[src/rtl/psum_accum.sv]
// Partial-sum accumulator: adds bias on the first pass, saturating-accumulates N Pin slices per pixel.
// Optional PSUM_ACCUM_RELU_EN clamps negative final lanes to zero (intermediate sums stay signed).
module psum_accum #(
   parameter int Pout       = 1,
   parameter int BIT_WIDTH  = 8,
   parameter int PASS_WIDTH = 8
) (
   input  logic                      clk,
   input  logic                      rst,
   input  logic [PASS_WIDTH-1:0]     cfg_num_pass,
   input  logic                      accum_clear,
   input  logic                      add_array_valid,
   input  logic [Pout*BIT_WIDTH-1:0] add_array_data,
   input  logic [Pout*BIT_WIDTH-1:0] bias_data,
   output logic                      accum_busy,
   output logic                      accum_valid,
   output logic [Pout*BIT_WIDTH-1:0] accum_data
);

   logic [PASS_WIDTH-1:0]     pass_cnt_q;
   logic [PASS_WIDTH-1:0]     num_pass_q;
   logic [Pout*BIT_WIDTH-1:0] acc_q;
   logic                      accum_valid_q;
   logic [Pout*BIT_WIDTH-1:0] accum_data_q;

   logic                      first_pass;
   logic [PASS_WIDTH-1:0]     cfg_eff;
   logic [PASS_WIDTH-1:0]     num_pass_eff;
   logic                      last_pass;
   logic [Pout*BIT_WIDTH-1:0] sum_d;
   logic [Pout*BIT_WIDTH-1:0] post_d;
   logic [BIT_WIDTH-1:0]      lane_a;
   logic [BIT_WIDTH-1:0]      lane_b;
   logic [BIT_WIDTH:0]        lane_wide;
   logic [BIT_WIDTH-1:0]      lane_sat;

   assign first_pass   = (pass_cnt_q == '0);
   assign cfg_eff      = (cfg_num_pass == '0) ? PASS_WIDTH'(1) : cfg_num_pass;
   assign num_pass_eff = first_pass ? cfg_eff : num_pass_q;
   assign last_pass    = (pass_cnt_q == num_pass_eff - PASS_WIDTH'(1));

   // Sign-extend by one bit; disagreement of the top two bits means overflow.
   always_comb begin
      sum_d     = '0;
      post_d    = '0;
      lane_a    = '0;
      lane_b    = '0;
      lane_wide = '0;
      lane_sat  = '0;
      for (int unsigned i = 0; i < Pout; i++) begin
         lane_a    = first_pass ? bias_data[i*BIT_WIDTH +: BIT_WIDTH] : acc_q[i*BIT_WIDTH +: BIT_WIDTH];
         lane_b    = add_array_data[i*BIT_WIDTH +: BIT_WIDTH];
         lane_wide = {lane_a[BIT_WIDTH-1], lane_a} + {lane_b[BIT_WIDTH-1], lane_b};
         if (lane_wide[BIT_WIDTH] != lane_wide[BIT_WIDTH-1]) begin
            lane_sat = lane_wide[BIT_WIDTH] ? {1'b1, {(BIT_WIDTH-1){1'b0}}}
                                            : {1'b0, {(BIT_WIDTH-1){1'b1}}};
         end else begin
            lane_sat = lane_wide[BIT_WIDTH-1:0];
         end
         sum_d[i*BIT_WIDTH +: BIT_WIDTH] = lane_sat;
`ifdef PSUM_ACCUM_RELU_EN
         post_d[i*BIT_WIDTH +: BIT_WIDTH] = lane_sat[BIT_WIDTH-1] ? '0 : lane_sat;
`else
         post_d[i*BIT_WIDTH +: BIT_WIDTH] = lane_sat;
`endif
      end
   end

   always_ff @(posedge clk) begin
      if (rst) begin
         pass_cnt_q    <= '0;
         num_pass_q    <= '0;
         acc_q         <= '0;
         accum_valid_q <= 1'b0;
         accum_data_q  <= '0;
      end else begin
         accum_valid_q <= 1'b0;
         if (accum_clear) begin
            pass_cnt_q <= '0;
         end else if (add_array_valid) begin
            if (first_pass) begin
               num_pass_q <= cfg_eff;
            end
            if (last_pass) begin
               accum_data_q  <= post_d;
               accum_valid_q <= 1'b1;
               pass_cnt_q    <= '0;
            end else begin
               acc_q      <= sum_d;
               pass_cnt_q <= pass_cnt_q + PASS_WIDTH'(1);
            end
         end
      end
   end

   assign accum_busy  = !first_pass;
   assign accum_valid = accum_valid_q;
   assign accum_data  = accum_data_q;

endmodule

[config.mk]
export PLATFORM = sky130hd
export DESIGN_NAME = psum_accum
export DESIGN_NICKNAME = d
export VERILOG_FILES = /design/src/rtl/psum_accum.sv
export SDC_FILE = /design/constraint.sdc
export NUM_CORES = 1
export LEC_CHECK = 0
export CAP_MARGIN = 0
export CORE_MARGIN = 5
export CORE_UTILIZATION = 50
export CTS_CLUSTER_DIAMETER = 150
export DETAILED_ROUTE_END_ITERATION = 10
export PLACE_DENSITY = 0.84
export SYNTH_ARGS = -nofsm -noshare
export SYNTH_HDL_FRONTEND = slang
export SYNTH_SLANG_ARGS = --single-unit
[constraint.sdc]
create_clock -name clk -period 4.2 [get_ports clk]
set_input_delay 0.63 -clock clk [delete_from_list [all_inputs] [get_ports clk]]
set_output_delay 0.63 -clock clk [all_outputs]
set_load 0.05 [all_outputs]
==> flow_summary.ini <==
[outcome]
outcome = completed

[critical_path]
arrival_ns = 4.11
critPathKind = flop to flop
critPathLaunchType = flop
endpoint_kind = flop
startpoint = pass_cnt_q[0]
cpPeakStageDelay_ns = 0.55
path_max_fanout = 17
crit_required_ns = 4.36
r2r_start = pass_cnt_q[0]
cp_slowest_cell = or4b_4
path_cells = inv_1 > ha_1 > or4b_4 > nor2_8 > o21ai_0 > ha_1 > inv_1 > fa_1 > nor2b_1 > o31a_1 > or2_2 > a221o_1 > and2_1 > a22o_1 > nor2_1 > o32ai_1

[finish]
final-seq-area_um2 = 661
post-route-util_pct = 63.2
drive_gt1_share_pct = 6.85
n_antenna_cell = 0
multi_input_area_um2 = 1460
fillerInstances = 385
layout.nets = 360
layout-area-overhead-vs-synth_pct = 21.5

[floorplanning]
num_rows = 24
initial_core_util_pct = 52.0
die_h_um = 77.5
io_pins = 38
die-area_um2 = 6010
core_area_um2 = 4380
die_x_um = 77.5

[synthesis]
synthTopCellsByCount = 33 x dfxtp_1, 27 x inv_1, 25 x nor2_1, 23 x nand2_1, 17 x a21oi_1
yosysWarnings = 0
yosys.area.top_type = dfxtp_1
synthesis.area_um2 = 2280
synth_flop_cell = dfxtp_1
ys_seq_area_share_pct = 29.0
synth.area.top_cells = dfxtp_1 29%, ha_1 6.0%, o32ai_1 4.6%
synth-edff-count = 0
ys_ff_latch = 33
synth_nets = 321
synth_top_area_share_pct = 29.0
ys_types = 54
avgSynthCellArea_um2 = 8.11
async_flop_share_pct = 0
synth.most_common_cell = dfxtp_1
postSynthCellCount = 281

[sta]
slew_headroom_pct = 44.0
finalMaxSlewViolations = 0
setup_tns_ns = 0
fin_crit_ns = 3.94
rsz0062_at_grt = no
postLayoutSetupSlackWorst_ns = 0.257
whs_ns = 0.480
setup_viol = 0
skew_ns = 0.00623
fmax_ghz = 0.254
finalCritPeriodShare_pct = 93.9
worst_slew_pin_slew_ns = 0.833
hold_viol_final = 0

[global_route]
grt_first_pass_wirelength_mm = 9.33
antenna_found_initial = 0
first_global_vias = 2096
overflow = 0
grt_start_max_net_pins = 30
track_usage_pct = 18.7

[clock_network]
cts_resized = 0
clock_path_buffers = 2
cts_tree = built
clk_pin_slew_ns = 0.07
cts_root_buf = clkbuf_8
h-tree-depth = 2
cts_inserted_buffers = 5
postCtsSetupRepairBufs = 0
cts.sinks = 33
cts.hold.buffers_added = 0
clock_latency_ns = 0.29

[pwr]
switching_power_uw = 252
pwr-share-comb_pct = 30.0
pwr-share-clk_pct = 28.1
switching_share_pct = 31.7
p_total_uw = 797
powerDensity_nw_per_um2 = 288
power_leakage_nw = 1.06
p_int_uw = 545
p_seq_share_pct = 41.8
max-vdd-ir-drop_v = 0.000180

[route]
vias_per_cell = 5.92
drt_iter0_markers = 133
dr.pass1.iters = 7
num_vias = 2209
drc = 0
ant_nets = 0
wire_per_inst_um = 15.1
routed_wl_mm = 5.65

[worst_hold_path]
min_path_type = flop to flop
hp-start = accum_data[4]

[job]
maxCapViolations = 0

[placement]
pre_cts_ws_ns = 0.303
gp_congestion = 0.900
io_buffer_count = 37
place_hpwl_mm = 4.36
-- layout by cell type (no fill, tap or decap), types with 4 or more instances in the layout --
cell type / Yosys / layout
clkdlybuf4s50_1: 0 / 37
dfxtp_1: 33 / 33
inv_1: 27 / 27
nor2_1: 25 / 25
nand2_1: 23 / 23
a21oi_1: 17 / 17
o21ai_0: 13 / 13
o32ai_1: 12 / 12
xor2_1: 11 / 11
ha_1: 11 / 11
nand3_1: 9 / 9
xnor2_1: 8 / 8
nor3_1: 6 / 6
a211oi_1: 6 / 6
nor4_1: 5 / 5
clkbuf_8: 0 / 5
mux2i_1: 4 / 4
or4_1: 4 / 4
nand4_1: 4 / 4
buf_4: 0 / 4
-- stage by stage --
step	area [um2]	cells
detailed placement	2690	365
global route	2770	373
global placement	2690	365
finish	2770	373
floorplan	2280	281
CTS	2770	373
-- layout make-up --
cell class | count | share of cell area [%]
Inverter | 28 | 3.79
Timing Repair Buffer | 41 | 14.5
Tap cell | 52 | 2.35
Clock buffer | 6 | 2.62
Sequential cell | 33 | 23.8
Clock inverter | 2 | 0.361
Multi-Input combinational cell | 211 | 52.6
-- per-layer routing --
metal	share of wire [%]	up-vias	track usage [%]
li1	-	1103	-
met1	43	1003	24.1
met2	47	92	28.9
met3	8.7	11	5.21
met4	2.0	0	8.93
met5	0	-	0
-- worst max-delay path: cells and delay by family (launching register included) --
| kind | cells | cell delay [ns] |
|---|---|---|
| AND/OR/NAND/NOR | 6 | 1.59 |
| AO/OA/AOI/OAI | 5 | 1.14 |
| adder cells (fa/ha/maj) | 3 | 0.56 |
| flip-flops | 1 | 0.37 |
| buffers and inverters | 2 | 0.15 |
-- state kept, by name, summed over array words and instances (netlist names) --
| register | cells |
|---|---|
| acc_q | 8 |
| accum_valid | 1 |
| accum_data | 8 |
| pass_cnt_q | 8 |
| num_pass_q | 8 |
-- path summary, 6_finish.rpt --
path | cells after the start | slack, ns | to
worst max-delay path | 16 | 0.26 | acc_q[4]
worst min-delay path | 2 | 0.48 | accum_data[4]
worst max register to register | 16 | 0.26 | acc_q[4]
worst min register to register | 2 | 0.48 | accum_data[4]
-- power groups by stage --
stage	clock (mW)	sequential [mW]	combinational [mW]
3_5_place_dp	0	0.340	0.235
2_1_floorplan	0	0.339	0.166
5_1_grt	0.246	0.335	0.264
6_report	0.224	0.333	0.240
3_3_place_gp	0	0.340	0.229
4_1_cts	0.230	0.333	0.237
-- cell families (layout without fill, tap and decap cells) --
logic type | count (synthesis) | count (layout) | synth area share (%)
compound gates | 78 | 78 | 24.4
xor+xnor | 19 | 19 | 7.30
fa+ha+maj | 12 | 12 | 6.92
buf+inv | 37 | 77 | 7.13
flops | 33 | 33 | 29.0
mux | 5 | 5 | 2.36
simple gates | 97 | 97 | 22.9
No activity file was read; power rests on OpenSTA's default activity.
